**config.mk**
```make
export PLATFORM = sky130hd
export DESIGN_NAME = fetch_unit_flat
export DESIGN_NICKNAME = d
export VERILOG_FILES = /design/src/rtl/fetch_unit_pkg.sv /design/src/rtl/fetch_unit_if.sv /design/src/rtl/fetch_unit_ifid_latch.sv /design/src/rtl/fetch_unit.sv /design/src/flat_wrapper.sv
export SDC_FILE = /design/constraint.sdc
export NUM_CORES = 1
export LEC_CHECK = 0
export ABC_CLOCK_PERIOD_IN_PS = 4550
export CAP_MARGIN = 25
export CORE_MARGIN = 8
export CORE_UTILIZATION = 30
export DETAILED_ROUTE_END_ITERATION = 8
export MAX_ROUTING_LAYER = met4
export PLACE_DENSITY = 0.66
export SLEW_MARGIN = 10
export SYNTH_ARGS = -nofsm -noshare
export SYNTH_HDL_FRONTEND = slang
export SYNTH_SLANG_ARGS = --single-unit
```
**constraint.sdc**
```tcl
create_clock -name CLK -period 4.55 [get_ports CLK]
set_input_delay 0.91 -clock CLK [delete_from_list [all_inputs] [get_ports CLK]]
set_output_delay 0.91 -clock CLK [all_outputs]
set_load 0.02 [all_outputs]
```
**src/rtl/fetch_unit_pkg.sv**
```systemverilog
// Shared fetch/decode types: PC word, fetch FSM states, IF/ID bundle.
// Defaults for the sequential PC step and the bubble instruction word.
package fetch_unit_pkg;

    typedef logic [31:0] word_t;

    typedef enum logic [1:0] {
        FETCH      = 2'd0,
        REDIR_PEND = 2'd1,
        HALTED     = 2'd2
    } fetch_state_t;

    typedef struct packed {
        word_t instr;
        word_t npc;
        logic  valid;
    } ifid_t;

    localparam word_t PC_STEP_DEF = 32'd4;
    localparam word_t BUBBLE_DEF  = 32'h0;

endpackage

```
**src/rtl/fetch_unit_if.sv**
```systemverilog
// Fetch-stage bus: PC, icache, hazard/redirect inputs and IF/ID outputs.
// master = surrounding pipeline, slave = fetch_unit.
interface fetch_unit_if;
    import fetch_unit_pkg::*;

    word_t imemaddr;
    logic  ihit;
    word_t imemload;
    logic  stall_id;
    logic  redirect;
    word_t redirect_pc;
    logic  halt;
    logic  iREN;
    word_t next_pc;
    logic  enable_pc;
    word_t instr_id;
    word_t npc_id;
    logic  valid_id;

    modport master (
        output imemaddr, ihit, imemload, stall_id,
        output redirect, redirect_pc, halt,
        input  iREN, next_pc, enable_pc,
        input  instr_id, npc_id, valid_id
    );

    modport slave (
        input  imemaddr, ihit, imemload, stall_id,
        input  redirect, redirect_pc, halt,
        output iREN, next_pc, enable_pc,
        output instr_id, npc_id, valid_id
    );

endinterface

```
**src/rtl/fetch_unit_ifid_latch.sv**
```systemverilog
// IF/ID pipeline register with bubble > hold > load priority.
// Resets asynchronously to a bubble.
module fetch_unit_ifid_latch
    import fetch_unit_pkg::*;
#(
    parameter word_t BUBBLE = BUBBLE_DEF
) (
    input  logic  clk,
    input  logic  rst,
    input  logic  load,
    input  logic  bubble,
    input  logic  hold,
    input  ifid_t d,
    output ifid_t q
);

    ifid_t nop;
    assign nop = '{instr: BUBBLE, npc: '0, valid: 1'b0};

    always_ff @(posedge clk or posedge rst) begin
        if (rst) begin
            q <= nop;
        end else if (bubble) begin
            q <= nop;
        end else if (load && !hold) begin
            q <= d;
        end
    end

endmodule

```
**src/rtl/fetch_unit.sv**
```systemverilog
// Instruction-fetch control: PC advance, redirect (incl. during a miss),
// decode stalls and halt, feeding the IF/ID register.
module fetch_unit
    import fetch_unit_pkg::*;
#(
    parameter word_t PC_STEP = PC_STEP_DEF,
    parameter word_t BUBBLE  = BUBBLE_DEF
) (
    input logic         CLK,
    input logic         RST,
    fetch_unit_if.slave bus
);

    fetch_state_t state_q, state_d;
    word_t        pend_q, pend_d;
    word_t        seq_pc, target, next_pc;
    logic         enable_pc, load, bubble;
    ifid_t        ifid_d, ifid_q;

    assign seq_pc = bus.imemaddr + PC_STEP;
    // newest redirect wins even when it arrives with the pending response
    assign target = bus.redirect ? bus.redirect_pc : pend_q;

    always_comb begin
        state_d   = state_q;
        pend_d    = pend_q;
        next_pc   = seq_pc;
        enable_pc = 1'b0;
        load      = 1'b0;
        bubble    = 1'b0;
        if (state_q != HALTED && bus.halt) begin
            state_d = HALTED;
            bubble  = 1'b1;
        end else begin
            unique case (state_q)
                FETCH: begin
                    if (bus.redirect && bus.ihit) begin
                        next_pc   = bus.redirect_pc;
                        enable_pc = 1'b1;
                        bubble    = 1'b1;
                    end else if (bus.redirect) begin
                        // keep PC so the outstanding miss address stays stable
                        pend_d  = bus.redirect_pc;
                        state_d = REDIR_PEND;
                        bubble  = 1'b1;
                    end else if (bus.ihit) begin
                        load      = !bus.stall_id;
                        enable_pc = !bus.stall_id;
                    end else begin
                        bubble = !bus.stall_id;
                    end
                end
                REDIR_PEND: begin
                    bubble = 1'b1;
                    if (bus.redirect) begin
                        pend_d = bus.redirect_pc;
                    end
                    if (bus.ihit) begin
                        next_pc   = target;
                        enable_pc = 1'b1;
                        state_d   = FETCH;
                    end
                end
                HALTED: begin
                    state_d = HALTED;
                end
                default: begin
                    state_d = FETCH;
                end
            endcase
        end
    end

    always_ff @(posedge CLK or posedge RST) begin
        if (RST) begin
            state_q <= FETCH;
            pend_q  <= '0;
        end else begin
            state_q <= state_d;
            pend_q  <= pend_d;
        end
    end

    assign ifid_d = '{instr: bus.imemload, npc: seq_pc, valid: 1'b1};

    fetch_unit_ifid_latch #(
        .BUBBLE(BUBBLE)
    ) u_ifid (
        .clk   (CLK),
        .rst   (RST),
        .load  (load),
        .bubble(bubble),
        .hold  (bus.stall_id),
        .d     (ifid_d),
        .q     (ifid_q)
    );

    assign bus.iREN      = (state_q != HALTED);
    assign bus.next_pc   = next_pc;
    assign bus.enable_pc = enable_pc;
    assign bus.instr_id  = ifid_q.instr;
    assign bus.npc_id    = ifid_q.npc;
    assign bus.valid_id  = ifid_q.valid;

endmodule

```
**src/flat_wrapper.sv**
```systemverilog
// flat-port wrapper written by rule: the top's interface ports become plain ports
module fetch_unit_flat import fetch_unit_pkg::*;
#(
    parameter word_t PC_STEP = PC_STEP_DEF,
    parameter word_t BUBBLE  = BUBBLE_DEF
)
  (CLK, RST, bus_imemaddr, bus_ihit, bus_imemload, bus_stall_id, bus_redirect, bus_redirect_pc, bus_halt, bus_iREN, bus_next_pc, bus_enable_pc, bus_instr_id, bus_npc_id, bus_valid_id);
  fetch_unit_if bus_i ();
  input logic CLK;
  input logic RST;
  input wire logic [$bits(bus_i.imemaddr)-1:0] bus_imemaddr;
  input wire logic [$bits(bus_i.ihit)-1:0] bus_ihit;
  input wire logic [$bits(bus_i.imemload)-1:0] bus_imemload;
  input wire logic [$bits(bus_i.stall_id)-1:0] bus_stall_id;
  input wire logic [$bits(bus_i.redirect)-1:0] bus_redirect;
  input wire logic [$bits(bus_i.redirect_pc)-1:0] bus_redirect_pc;
  input wire logic [$bits(bus_i.halt)-1:0] bus_halt;
  output wire logic [$bits(bus_i.iREN)-1:0] bus_iREN;
  output wire logic [$bits(bus_i.next_pc)-1:0] bus_next_pc;
  output wire logic [$bits(bus_i.enable_pc)-1:0] bus_enable_pc;
  output wire logic [$bits(bus_i.instr_id)-1:0] bus_instr_id;
  output wire logic [$bits(bus_i.npc_id)-1:0] bus_npc_id;
  output wire logic [$bits(bus_i.valid_id)-1:0] bus_valid_id;
  assign bus_i.imemaddr = bus_imemaddr;
  assign bus_i.ihit = bus_ihit;
  assign bus_i.imemload = bus_imemload;
  assign bus_i.stall_id = bus_stall_id;
  assign bus_i.redirect = bus_redirect;
  assign bus_i.redirect_pc = bus_redirect_pc;
  assign bus_i.halt = bus_halt;
  assign bus_iREN = bus_i.iREN;
  assign bus_next_pc = bus_i.next_pc;
  assign bus_enable_pc = bus_i.enable_pc;
  assign bus_instr_id = bus_i.instr_id;
  assign bus_npc_id = bus_i.npc_id;
  assign bus_valid_id = bus_i.valid_id;
  fetch_unit #(.PC_STEP(PC_STEP), .BUBBLE(BUBBLE)) u_core (.CLK(CLK), .RST(RST), .bus(bus_i));
endmodule
```
After elaboration in Yosys (flattened, before gate mapping)
Index checks and enable logic that the tools add are counted.
{"block": "word_totals", "register_bits": 99, "out_inout_bits": 99, "inputBits": 102, "elab_cells": 51}
{"block": "classes", "eq_ne": 7, "n_reduce_logical": 9, "bitwise": 1, "muxes": 28, "n_addsub": 1}
{"operator": "$mux 32", "count": 5}
{"operator": "$mux 65", "count": 2}
{"operator": "$pmux 32 s2", "count": 2}
{"operator": "$add 32x3->32 const B", "count": 1}
{"operator": "$mux 1", "count": 12}
{"operator": "$ne 3x2->1 const B", "count": 3}
{"operator": "$mux 2", "count": 4}
{"operator": "$pmux 2 s3", "count": 1}
{"operator": "$reduce_and 3->1", "count": 2}
{"operator": "$ne 2x2->1 const B", "count": 2}
{"operator": "$pmux 1 s2", "count": 2}
{"operator": "$reduce_bool 2->1", "count": 2}
{"operator": "$logic_and 1x1->1", "count": 3}
{"operator": "$eq 2x1->1 const B", "count": 1}
{"operator": "$eq 2x2->1 const B", "count": 1}
{"operator": "$logic_not 2->1", "count": 1}
{"operator": "$logic_not 1->1", "count": 1}
{"operator": "$not 1->1", "count": 1}

Longest topological paths before layout
{"block": "logic_depth", "depth_word": 9, "mapped_depth": 6, "ltp_nobuf": 6}

Cells and area by module
Synthesis repeated with hierarchy kept, for this count alone.
{"block": "hier_totals", "cells_unflattened": 588, "area_unflattened_um2": 5910.7}
{"module": "fetch_unit_ifid_latch", "seq_area_each_um2": 1626.6, "area_per_inst_um2": 3357.0, "instances": 1, "cells_per_inst": 297}
{"module": "fetch_unit", "seq_area_each_um2": 850.8, "area_per_inst_um2": 2553.7, "instances": 1, "cells_per_inst": 291}

Least setup slack after synthesis
Ideal clock, no wire load.
{"block": "synth_timing", "path_type": "input port to output port", "startpoint": "in bus_imemaddr[2]", "endpoint": "out bus_next_pc[22]", "arrival_ns": 2.252, "path_slack_ns": 1.388, "n_path_buf": 0, "stages": 6, "required_ns": 3.640, "cell_sequence": "ha_1 -> nand4_1 -> nor3_2 -> a21oi_1 -> a31o_2 -> o22ai_1"}
{"block": "synth_via", "elab_chain_len": 4, "elab_cells_between_ends": 5, "cone_classes": "add/sub (1); mux (4)"}
{"element": "start, declared", "line_no": "flat_wrapper.sv:11", "text": "input wire logic [$bits(bus_i.imemaddr)-1:0] bus_imemaddr;"}
{"element": "$add 32x3->32 (*)", "line_no": "fetch_unit.sv:20", "text": "assign seq_pc = bus.imemaddr + PC_STEP;"}
{"element": "$mux 32, on equally long branches", "line_no": "fetch_unit.sv:58, fetch_unit.sv:37"}
{"element": "$pmux 32 s2", "line_no": "fetch_unit.sv:35", "text": "unique case (state_q)"}
{"element": "$mux 32 (*)", "line_no": "fetch_unit.sv:31", "text": "if (state_q != HALTED && bus.halt) begin"}
{"element": "end, declared", "line_no": "flat_wrapper.sv:19", "text": "output wire logic [$bits(bus_i.next_pc)-1:0] bus_next_pc;"}
Mark *: on every way between the ends. The rest lies on a longest branch, timed or not.

Final worst setup path
Same ends and word-level chain as after synthesis.

==> results.md <==
- Crit-path cells: clkdlybuf4s50_1, ha_1, nand4_1, nor3_4, a21oi_1, a31o_2, o22ai_1, clkdlybuf4s50_1
- Vias post-DR: 4373
- Register area share after synthesis: 51.8%
- Minimum clock period: 4.36 ns
- Most common library cell in the layout ignoring fill and taps: clkdlybuf4s50_1
- CP startpoint kind: input port
- Max FO, Critical Path: 5
- Arr. time, crit path: 3.45 ns
- Clock root buffer: clkbuf_16
- Crit path kind: in2out
- Largest family of logic cells by synthesized area: compound AO/OA/AOI/OAI gates
- Pwr Density: 271 mW/mm^2
- CTS tree: done
- Tightest Hold Check Type: reg2reg
- Std cell rows: 46
- Routability congestion estimate: 0.834
- CTS sink count: 99
- Setup TNS: 0 ns
- Worst Max-Slew Pin Slew: 0.933 ns
- Drt initial violations: 230
- Final Hold Fails: 0
- Max Root-Sink Buffers: 2
- Worst EP required: 3.64 ns
- Max incr delay on CP: 0.65 ns
- Die Width: 142 um
- Post-synthesis mux area share: 7.53%
- Cell repeated most along the worst path: clkdlybuf4s50_1
- Finished Layout Cells: 845
- First-pass GRT wire length: 26600 um
- CTS Buf Count: 9
- Simple-gate share of the synthesized area: 12.4%
- Gr usage total: 17.6%
- Place WS: 0.171 ns
- Post-CTS Setup Repair Bufs: 0
- Max Clock Skew: 0.00562 ns
- RSZ-0062 raised after global routing: no
- Drt pass-1 iters: 5
- Layout Nets: 727
- Outcome: finished clean
- Worst-path clk slew: 0.07 ns
- Post-synthesis cell count: 435
- Pins Over Slew Limit: 0
- Post-synth cell types: 35
- VDD IR-drop max: 196 uV
- Port bufs: 200
- Adder-cell share of the synthesized area: 0.262%
- Initial antenna violation count: 0
- Most frequent cells in the layout: 200 x clkdlybuf4s50_1, 99 x dfrtp_1, 37 x nand2_1
- Final setup fails: 0
- Starting Density: 30.4%
- I/O pin count: 201
- Core ar.: 0.0157 sq mm
- Met1 Track Usage GR: 21.3%
- Wirelength per Cell: 20.7 um
- Antenna Violating Nets Remaining: 0
- GRT Residual Overflow: 0
- Synthesis Warnings: 0
- Syn_area_per_cell: 11.0 sq um
- Met3 usage: 4.60%
- Final Worst Setup Slack: 0.193 ns
- H-Tree Depth: 3
- Relative slew slack: 37.7%
- # placed instances: 828
- Met2 usage: 27.3%
- Largest net degree at the start of global routing: 79
- Leak: 0.00301 uW
- Die ar.: 0.0202 sq mm
- Aggregate routed wire length: 17500 um
- Syn_nets: 538
- Remaining DRCs: 0
- Synth Area in Compound Gates: 19.5%
- Fraction of synthesized cell area in xor and xnor cells: 4.94%
- Gr busiest metal: met2
- Number of global-route vias before repair: 4671
- CP Buf/Inv Count: 2
- Worst-Skew Late Latency: 0.35 ns
- ANT cells: 0
- Cell Area, Synth: 0.00478 sq mm
- Post-DR vias/cell: 5.18
- #FFs+latches synth: 99
- Area delta synth->final: 53.9%
- DP HPWL: 12700 um
- CP endpoint kind: output port
- Period Utilization, post-route: 95.8%
- Share of layout cells above drive strength 1: 12.2%
- Chip height: 142 um
- Core Util, Final: 46.9%
- Fmax: 0.230 GHz
- Post-DP Area: 0.00703 sq mm
- Post-route cell area: 0.00736 sq mm
- CP delay by family, top: buffers and inverters
- MaxCap Viol Count: 0
- Slowest CP cell: clkdlybuf4s50_1
synthesized netlist by cell type:
cell type  count  area, sq um
o22ai_1       31          194
a31o_2         1         8.76
inv_1          5         18.8
and3_1         6         37.5
xnor2_1        9         78.8
nor4_2         4         50.1
or2_2          2         12.5
a22o_1        32          280
and4_1         4         35.0
a21oi_1        4         20.0
nand2b_1       4         25.0
o21a_1         1         7.51
and3b_1        1         8.76
nor3_1         1         5.00
nor3_2         2         20.0
xor2_1        18          158
nand4_4        2         42.5
ha_1           1         12.5
and3_2         2         15.0
mux2_2        32          360
nand2_1       37          139
nand3_1       14         70.1
o21ai_0       22          110
nand3_2        1         10.0
buf_2         19         95.1
nor2b_1        1         6.26
buf_4          1         7.51
dfrtp_1       99         2480
and2_1         5         31.3
nand4_1       10         62.6
o22ai_2        1         12.5
a22oi_1       32          240
nor2_1         6         22.5
clkbuf_1      13         48.8
o21ai_1       12         60.1
per-layer routing:
layer | vias to the layer above | wire length [um]
li1 | 2003 | -
met1 | 2143 | 7640
met2 | 201 | 8050
met3 | 26 | 1430
met4 | 0 | 344
met5 | - | 0
repair_timing:
action,CTS,global route
endpoints found under the setup margin,0,1
resized for setup,0,1
hold buffers,0,0
power by group:
part / internal (uW) / switching (uW)
Sequential: 901 / 11.6
Clock: 445 / 342
Combinational: 160 / 134
state kept, by name (all words and copies together), names as in the netlist:
name	flops
u_core.pend_q	32
u_core.state_q	2
u_core.u_ifid.q	65
metrics by stage:
step | hold slack [ns] | power [uW]
floorplan | 0.480 | 1030
global placement | 0.466 | 1220
detailed placement | 0.473 | 1220
CTS | 0.489 | 2020
global route | 0.514 | 2080
finish | 0.490 | 1990
worst paths after layout:
check | cells past startpoint | startpoint | slack [ns] | to
max | 8 | bus_imemaddr[2] | 0.19 | bus_next_pc[22]
min | 2 | u_core.u_ifid.q[31] | 0.49 | u_core.u_ifid.q[31]
max reg2reg | 3 | u_core.state_q[1] | 2.47 | u_core.pend_q[31]
min reg2reg | 2 | u_core.u_ifid.q[31] | 0.49 | u_core.u_ifid.q[31]
max in group asynchronous | 4 | RST | 2.63 | u_core.state_q[1]
min in group asynchronous | 2 | RST | 0.94 | u_core.u_ifid.q[51]
cell type report:
class,instances,area (sq um)
Inverter,5,21.3
Fill cell,1450,8350
Clock inverter,5,60.1
Tap cell,216,270
Clock buffer,11,243
Sequential cell,99,2480
Timing Repair Buffer,211,2130
Multi-Input combinational cell,298,2160
worst min-delay path, delay by kind of cell, from the launching register on:
kind	cells	cell delay [ns]
compound gates	1	0.06
simple gates	1	0.05
flops	1	0.35
logic make-up (layout without fill, tap and decap cells):
group                    after synthesis  in the layout
AO/OA/AOI/OAI                        136            136
AND/OR/NAND/NOR                      102            102
flip-flops                            99             99
buffers and inverters                 38            232
multiplexers                          32             32
XOR/XNOR                              27             27
adder cells (fa/ha/maj)                1              1
Note: power is estimated with default switching activity, not from simulation.
